## config.mk

```make
export PLATFORM = sky130hd
export DESIGN_NAME = reloc_unit
export DESIGN_NICKNAME = d
export VERILOG_FILES = /design/src/rtl/reloc_pkg.sv /design/src/rtl/reloc_table.sv /design/src/rtl/reloc_unit.sv
export SDC_FILE = /design/constraint.sdc
export NUM_CORES = 1
export LEC_CHECK = 0
export CORE_AREA = 4 4 56 96
export CTS_CLUSTER_SIZE = 25
export DETAILED_ROUTE_END_ITERATION = 10
export DIE_AREA = 0 0 60 100
export HOLD_SLACK_MARGIN = 0.1
export PLACE_DENSITY = 0.82
export SLEW_MARGIN = 10
export SYNTH_ARGS = -nofsm -noshare
export SYNTH_HDL_FRONTEND = slang
export SYNTH_SLANG_ARGS = --single-unit
```

## constraint.sdc

```tcl
create_clock -name clk -period 4.6 [get_ports clk]
set_clock_uncertainty 0.15 [all_clocks]
set_input_delay 0.69 -clock clk [delete_from_list [all_inputs] [get_ports clk]]
set_output_delay 0.69 -clock clk [all_outputs]
set_load 0.02 [all_outputs]
```

## src/rtl/reloc_pkg.sv

```systemverilog
// reloc_pkg: shared defaults, table entry type and reset values for reloc_unit.
package reloc_pkg;

   localparam int unsigned DEF_ADDR_W = 9;
   localparam int unsigned DEF_NPROC  = 4;

   // One relocation table entry: base added to the logical address, inclusive limit.
   typedef struct packed {
      logic [DEF_ADDR_W-1:0] base;
      logic [DEF_ADDR_W-1:0] limit;
   } reloc_entry_t;

   localparam logic [DEF_ADDR_W-1:0] RST_BASE  = '0;
   localparam logic [DEF_ADDR_W-1:0] RST_LIMIT = '1;
   localparam reloc_entry_t          RST_ENTRY = '{base: RST_BASE, limit: RST_LIMIT};

endpackage

```

## src/rtl/reloc_table.sv

```systemverilog
// reloc_table: NPROC-entry base/limit register file, one write port, one
// combinational read port. Limit storage only exists with RELOC_BOUNDS_CHECK_EN.
module reloc_table
   import reloc_pkg::*;
#(
   parameter int unsigned ADDR_W = DEF_ADDR_W,
   parameter int unsigned NPROC  = DEF_NPROC,
   parameter int unsigned PID_W  = $clog2(NPROC)
) (
   input  logic              clk,
   input  logic              rst_n,
   input  logic              wr_en,
   input  logic [PID_W-1:0]  wr_pid,
   input  logic [ADDR_W-1:0] wr_base,
`ifdef RELOC_BOUNDS_CHECK_EN
   input  logic [ADDR_W-1:0] wr_limit,
   output logic [ADDR_W-1:0] rd_limit_c,
`endif
   input  logic [PID_W-1:0]  rd_pid,
   output logic [ADDR_W-1:0] rd_base_c,
   output logic              rd_hit_c
);

   logic [ADDR_W-1:0] base_q [NPROC];

   // Base registers; writes to a pid outside the table match no entry.
   always_ff @(posedge clk or negedge rst_n) begin
      if (!rst_n) begin
         for (int unsigned i = 0; i < NPROC; i++) base_q[i] <= '0;
      end else begin
         for (int unsigned i = 0; i < NPROC; i++)
            if (wr_en && (wr_pid == PID_W'(i))) base_q[i] <= wr_base;
      end
   end

`ifdef RELOC_BOUNDS_CHECK_EN
   logic [ADDR_W-1:0] limit_q [NPROC];

   // Limit registers, reset to all-ones so an unprogrammed entry never bounds-faults.
   always_ff @(posedge clk or negedge rst_n) begin
      if (!rst_n) begin
         for (int unsigned i = 0; i < NPROC; i++) limit_q[i] <= '1;
      end else begin
         for (int unsigned i = 0; i < NPROC; i++)
            if (wr_en && (wr_pid == PID_W'(i))) limit_q[i] <= wr_limit;
      end
   end
`endif

   // Read mux by pid; rd_hit_c low when the pid names no entry.
   always_comb begin
      rd_base_c = '0;
      rd_hit_c  = 1'b0;
`ifdef RELOC_BOUNDS_CHECK_EN
      rd_limit_c = '1;
`endif
      for (int unsigned i = 0; i < NPROC; i++) begin
         if (rd_pid == PID_W'(i)) begin
            rd_base_c = base_q[i];
            rd_hit_c  = 1'b1;
`ifdef RELOC_BOUNDS_CHECK_EN
            rd_limit_c = limit_q[i];
`endif
         end
      end
   end

endmodule

```

## src/rtl/reloc_unit.sv

```systemverilog
// reloc_unit: per-process base(+limit) address relocation with one registered
// valid/ready output stage and a sticky first-fault record.
// Optional feature: RELOC_BOUNDS_CHECK_EN enables limit and carry-out faults.
module reloc_unit
   import reloc_pkg::*;
#(
   parameter int unsigned ADDR_W = DEF_ADDR_W,
   parameter int unsigned NPROC  = DEF_NPROC,
   parameter int unsigned PID_W  = $clog2(NPROC)
) (
   input  logic              clk,
   input  logic              rst_n,
   input  logic              cfg_we,
   input  logic [PID_W-1:0]  cfg_pid,
   input  logic [ADDR_W-1:0] cfg_base,
   input  logic [ADDR_W-1:0] cfg_limit,
   input  logic              req_valid,
   output logic              req_ready,
   input  logic [PID_W-1:0]  req_pid,
   input  logic [ADDR_W-1:0] req_addr,
   output logic              rsp_valid,
   input  logic              rsp_ready,
   output logic [ADDR_W-1:0] rsp_addr,
   output logic              rsp_fault,
   output logic              flt_sticky,
   output logic [PID_W-1:0]  flt_pid,
   input  logic              flt_clr
);

   logic [ADDR_W-1:0] base_c;
   logic              hit_c;
   logic [ADDR_W:0]   sum_c;
   logic              fault_c;
   logic              accept_c;

   logic              rsp_valid_d, rsp_fault_d, flt_sticky_d;
   logic [ADDR_W-1:0] rsp_addr_d;
   logic [PID_W-1:0]  flt_pid_d;

`ifdef RELOC_BOUNDS_CHECK_EN
   logic [ADDR_W-1:0] limit_c;
`else
   logic              unused_bits;
   assign unused_bits = ^{cfg_limit, sum_c[ADDR_W]};
`endif

   reloc_table #(.ADDR_W(ADDR_W), .NPROC(NPROC), .PID_W(PID_W)) u_table (
      .clk        (clk),
      .rst_n      (rst_n),
      .wr_en      (cfg_we),
      .wr_pid     (cfg_pid),
      .wr_base    (cfg_base),
`ifdef RELOC_BOUNDS_CHECK_EN
      .wr_limit   (cfg_limit),
      .rd_limit_c (limit_c),
`endif
      .rd_pid     (req_pid),
      .rd_base_c  (base_c),
      .rd_hit_c   (hit_c)
   );

   // Skid-free handshake: a new request can land whenever the output slot drains.
   assign req_ready = !rsp_valid || rsp_ready;
   assign accept_c  = req_valid && req_ready;

   // Translation and fault decision on the pre-write table contents.
   always_comb begin
      sum_c = {1'b0, req_addr} + {1'b0, base_c};
`ifdef RELOC_BOUNDS_CHECK_EN
      fault_c = !hit_c || (req_addr > limit_c) || sum_c[ADDR_W];
`else
      fault_c = !hit_c;
`endif
   end

   // Next-state for the output stage and fault record; a new fault beats flt_clr.
   always_comb begin
      rsp_valid_d  = rsp_valid;
      rsp_addr_d   = rsp_addr;
      rsp_fault_d  = rsp_fault;
      flt_sticky_d = flt_sticky;
      flt_pid_d    = flt_pid;
      if (accept_c) begin
         rsp_valid_d = 1'b1;
         rsp_addr_d  = fault_c ? '0 : sum_c[ADDR_W-1:0];
         rsp_fault_d = fault_c;
      end else if (rsp_ready) begin
         rsp_valid_d = 1'b0;
      end
      if (flt_clr) begin
         flt_sticky_d = 1'b0;
         flt_pid_d    = '0;
      end
      if (accept_c && fault_c && (!flt_sticky || flt_clr)) begin
         flt_sticky_d = 1'b1;
         flt_pid_d    = req_pid;
      end
   end

   // Output and fault-status registers.
   always_ff @(posedge clk or negedge rst_n) begin
      if (!rst_n) begin
         rsp_valid  <= 1'b0;
         rsp_addr   <= '0;
         rsp_fault  <= 1'b0;
         flt_sticky <= 1'b0;
         flt_pid    <= '0;
      end else begin
         rsp_valid  <= rsp_valid_d;
         rsp_addr   <= rsp_addr_d;
         rsp_fault  <= rsp_fault_d;
         flt_sticky <= flt_sticky_d;
         flt_pid    <= flt_pid_d;
      end
   end

endmodule

```

Word level (Yosys, flattened, before mapping):

Cells that the tools add are included.

* register bits: 50
* latch bits: 0
* bits in writable memories: 0
* memory bits (read-only): 0
* input bits: 37
* output and inout bits: 15
* logic and storage cells: 47
* memories: 0

* add/subtract/negate cells: 1
* multiply operators: 0
* div/mod/pow operators: 0
* $lt $le $gt $ge: 0
* equality and inequality tests: 6
* shift-type cells: 0
* muxes and demuxes: 15
* bitwise logic cells: 0
* reductions and logical operators: 16

Operator list (number)
* $mux 9: 5
* $add 9x9->9: 1
* $eq 2x2->1 const B: 4
* $mux 1: 8
* $logic_and 1x1->1: 7
* $eq 2x1->1 const B: 2
* $logic_not 2->1: 2
* $mux 2: 2
* $reduce_bool 2->1: 2
* $logic_not 1->1: 3
* $logic_or 1x1->1: 2

Depth between registers and ports, before layout:

* word-level depth: 9
* gate-level depth with buffers: 10

Hierarchy:

From an unflattened synthesis, not the netlist that was laid out.

* cells, all modules: 185
* area total of the unflattened synthesis: 2499.9 um^2

By module, submodules not included
* reloc_table: instances 1, cells an instance 90, area each 1581.5 um^2, seq. area each 900.9 um^2
* reloc_unit: instances 1, cells an instance 95, area each 918.4 um^2, seq. area each 350.3 um^2

Worst setup path after synthesis:

No wires, ideal clock.

* path type: input -> register
* start point: in req_pid[0]
* end point: reg rsp_addr[7]
* arrival time: 2621 ps
* path slack: 1734 ps
* cell stages on the path: 8
* path buffers: 1
* cell sequence: buf_6 > mux4_1 > ha_1 > a21oi_1 > a21oi_1 > o41ai_1 > a21boi_0 > o31ai_1

* longest elaborated chain between the ends: 7

RTL lines
* from (decl): line reloc_unit.sv:19 `input logic [PID_W-1:0] req_pid,`
* $logic_not 2->1: line reloc_table.sv:58 `if (rd_pid == PID_W'(i)) begin`
* $mux 9 (4 in series): line reloc_table.sv:58
* $add 9x9->9: line reloc_unit.sv:68 `sum_c = {1'b0, req_addr} + {1'b0, base_c};`
* $mux 9 (*): line reloc_unit.sv:85 `rsp_addr_d = fault_c ? '0 : sum_c[ADDR_W-1:0];`
* to (signal assigned): line reloc_unit.sv:110 `rsp_addr <= rsp_addr_d;`
* to (decl): line reloc_unit.sv:23 `output logic [ADDR_W-1:0] rsp_addr,`

Every way passes the cells marked *; elsewhere a longest branch is shown, timed or not.
A chain may end at the register's enable or synchronous reset.

Worst setup path after layout:

Same ends and word-level chain as after synthesis.

==> results.md <==
- Mean Syn Cell Area: 14.2 sq um
- Detail Placement HPWL: 3400 um
- CP required: 4.65 ns
- Worst Reg2Reg Path Length in Cells: 7
- Worst r2r src: u_table.base_q[11]$_DFFE_PN0P_
- TritonCTS clock tree: yes
- Setup TNS Final: 0 ns
- Final wirelength: 4510 um
- Synthesized cell area: 2420 sq um
- Total global routing overflow: 0
- Final Hold Fails: 0
- F_max: 288 MHz
- Most frequent cells in the layout: dfrtp_1 (50), clkdlybuf4s50_1 (41), mux2_2 (38)
- CP most frequent cell: a21oi_1
- Tcrit/Tclk final: 0.754
- Die area: 6000 sq um
- Clk buf depth: 2
- Clk sink count: 50
- Register area: 1250 sq um
- H-Tree Depth: 2
- Num ports: 52
- Max FO, Critical Path: 6
- Number of cells upsized or downsized after cts: 0
- Slew headroom: 0.450
- Setup violators final: 0
- CP arrival: 3.52 ns
- Number of nets with antenna violations after routing: 0
- Routability cong.: 0.745
- Worst Hold Class: in2async
- Worst-Skew Late Latency: 0.30 ns
- Gr usage total: 0.172
- Drt first pass iters: 4
- Port Buf Inserts: 42
- Cells after synthesis: 170
- Syn. warnings: 0
- FILL cells: 377
- Crit. End Element: flip-flop
- Post-synth cell types: 32
- Die Width: 60 um
- CP startpoint: req_pid[0]
- Nets@finish: 264
- Fin. max-slew vios: 0
- WL per Instance: 16.7 um
- Chip height: 100 um
- Post-CTS setup buffers: 0
- WS Path Type: in2reg
- Sequential cell area fraction in the yosys report: 0.517
- MaxCap Viol Count: 0
- Clock Tree Root: clkbuf_8
- First DRT Iteration DRCs: 33
- #FFs+latches synth: 50
- Worst slew pin tran: 0.821 ns
- Reg2Reg Setup Slack: 1.92 ns
- Vias per inst: 5.69
- Clock buffer count from CTS: 5
- Antenna fix cells: 0
- Most common cell after layout, fill and taps aside: dfrtp_1
- CTS Hold Bufs: 0
- Rows: 33
- Initial antenna violation count: 0
- RSZ-0062 raised after global routing: false
- Drt drc: 0
- Starting Density: 0.523
- Critical Path End: rsp_addr[7]$_DFFE_PN0P_
- Fin crit period: 3.47 ns
- Crit-path cells: clkdlybuf4s50_1 > mux4_1 > ha_1 > a21oi_1 > a21oi_1 > o41ai_1 > a21boi_0 > o31ai_1
- P_leak: 1.29 nW
- Vias in the first global route: 1,701
- P&R area growth vs syn: 23.4%
- Maximum vdd drop: 353 uV
- Slowest stage delay, CP: 0.67 ns
- Pin count of the biggest net entering global routing: 51
- Multi-input combinational cell area: 1130 sq um
- Via count: 1,530
- Fraction of layout instances using a drive strength above 1: 0.226
- Reg2reg end: rsp_addr[7]$_DFFE_PN0P_
- Startpoint Class: primary input
- Core area: 4620 sq um
- PwrDens: 403 nW/um^2
- Status: finished clean
- Hold Slack: 0.166 ns
- Synth Net Count: 217
- First-pass GRT wire length: 7710 um
- Slowest CP cell: mux4_1
- Clock slew at reported path FFs: 0.08 ns
[state kept, by name (all words and copies together) (netlist names)]
| register | count |
|---|---|
| flt_sticky | 1 |
| flt_pid | 2 |
| rsp_fault | 1 |
| rsp_addr | 9 |
| rsp_valid | 1 |
| u_table.base_q | 36 |
[kinds of logic (layout without fill, tap and decap cells)]
| logic type | after synthesis | in the layout | share of synthesized area |
|---|---|---|---|
| AO/OA/AOI/OAI | 17 | 17 | 0.0460 |
| XOR/XNOR | 6 | 6 | 0.0217 |
| adder cells (fa/ha/maj) | 10 | 10 | 0.0548 |
| buffers and inverters | 8 | 55 | 0.0160 |
| flip-flops | 50 | 50 | 0.517 |
| multiplexers | 47 | 47 | 0.273 |
| AND/OR/NAND/NOR | 32 | 32 | 0.0709 |
[Yosys cell counts]
cell type	number	area (sq um)
and2_1	3	18.8
o21ai_0	5	25.0
mux4_2	1	22.5
buf_2	1	5.00
a21boi_0	1	7.51
o31ai_1	1	7.51
o211ai_1	1	7.51
a21oi_1	4	20.0
xor2_1	4	35.0
clkbuf_1	2	7.51
nand4_1	1	6.26
nor3_1	1	5.00
ha_1	9	113
nand3_1	3	15.0
o2111a_1	1	11.3
nor2b_1	4	25.0
o41ai_1	1	8.76
nand3b_1	2	15.0
a211o_1	1	8.76
xnor2_1	2	17.5
nand2b_1	2	12.5
buf_6	1	11.3
nand2_1	11	41.3
nand3_2	1	10.0
nor3b_1	2	15.0
nor2_1	2	7.51
mux4_1	8	210
fa_1	1	20.0
dfrtp_1	50	1250
mux2_2	38	428
inv_1	4	15.0
o21a_1	2	15.0
[critical path: cells and delay by family]
| kind | cells | cell delay (ns) |
|---|---|---|
| muxes | 1 | 0.67 |
| adders and majority gates | 1 | 0.33 |
| AOI/OAI and AO/OA | 5 | 1.17 |
| buffers and inverters | 1 | 0.66 |
[worst min-delay path by stage]
stage                                        from                            end  slack (ns)  cells past startpoint
after floorplan                             rst_n         flt_pid[0]$_DFFE_PN0P_        0.24                      0
after global placement    rsp_addr[5]$_DFFE_PN0P_        rsp_addr[5]$_DFFE_PN0P_        0.31                      2
after detailed placement  rsp_addr[5]$_DFFE_PN0P_        rsp_addr[5]$_DFFE_PN0P_        0.32                      2
after CTS                 rsp_addr[5]$_DFFE_PN0P_        rsp_addr[5]$_DFFE_PN0P_        0.34                      2
after global routing                        rst_n  u_table.base_q[1]$_DFFE_PN0P_        0.18                      1
final                                       rst_n  u_table.base_q[1]$_DFFE_PN0P_        0.17                      1
[per-layer routing]
metal,global-route usage,share of wire,vias to the layer above
met1,0.189,0.37,765
met5,0,0,-
met3,0.0386,0.051,5
li1,-,-,720
met2,0.313,0.56,40
met4,0.0597,0.016,0
[power by group]
part | switching, W | total [W] | leakage (nW) | internal (W)
sequential | 0.0000407 | 0.000572 | 0.602 | 0.000531
combinational | 0.000177 | 0.000395 | 0.648 | 0.000217
clock | 0.000132 | 0.000237 | 0.0383 | 0.000105
total | 0.000350 | 0.00120 | 1.29 | 0.000854
[stage by stage]
step	total power [W]	std cells	utilization	setup WS (ns)	cell area, sq um
floorplan	0.000825	170	-	1.73	2420
global placement	0.000962	261	0.624	0.917	2890
detailed placement	0.000981	261	0.624	0.828	2890
CTS	0.00122	268	0.641	1.15	2960
global route	0.00128	269	0.645	0.927	2980
finish	0.00120	269	0.645	1.13	2980
[cell type report]
class,instances,share of cell area
clock buffers,7,0.0256
inverters,4,0.00503
multi-input cells,112,0.380
flip-flops and latches,50,0.419
well taps,52,0.0218
repair buffers,44,0.148
Power figures use the tool's default switching activity.
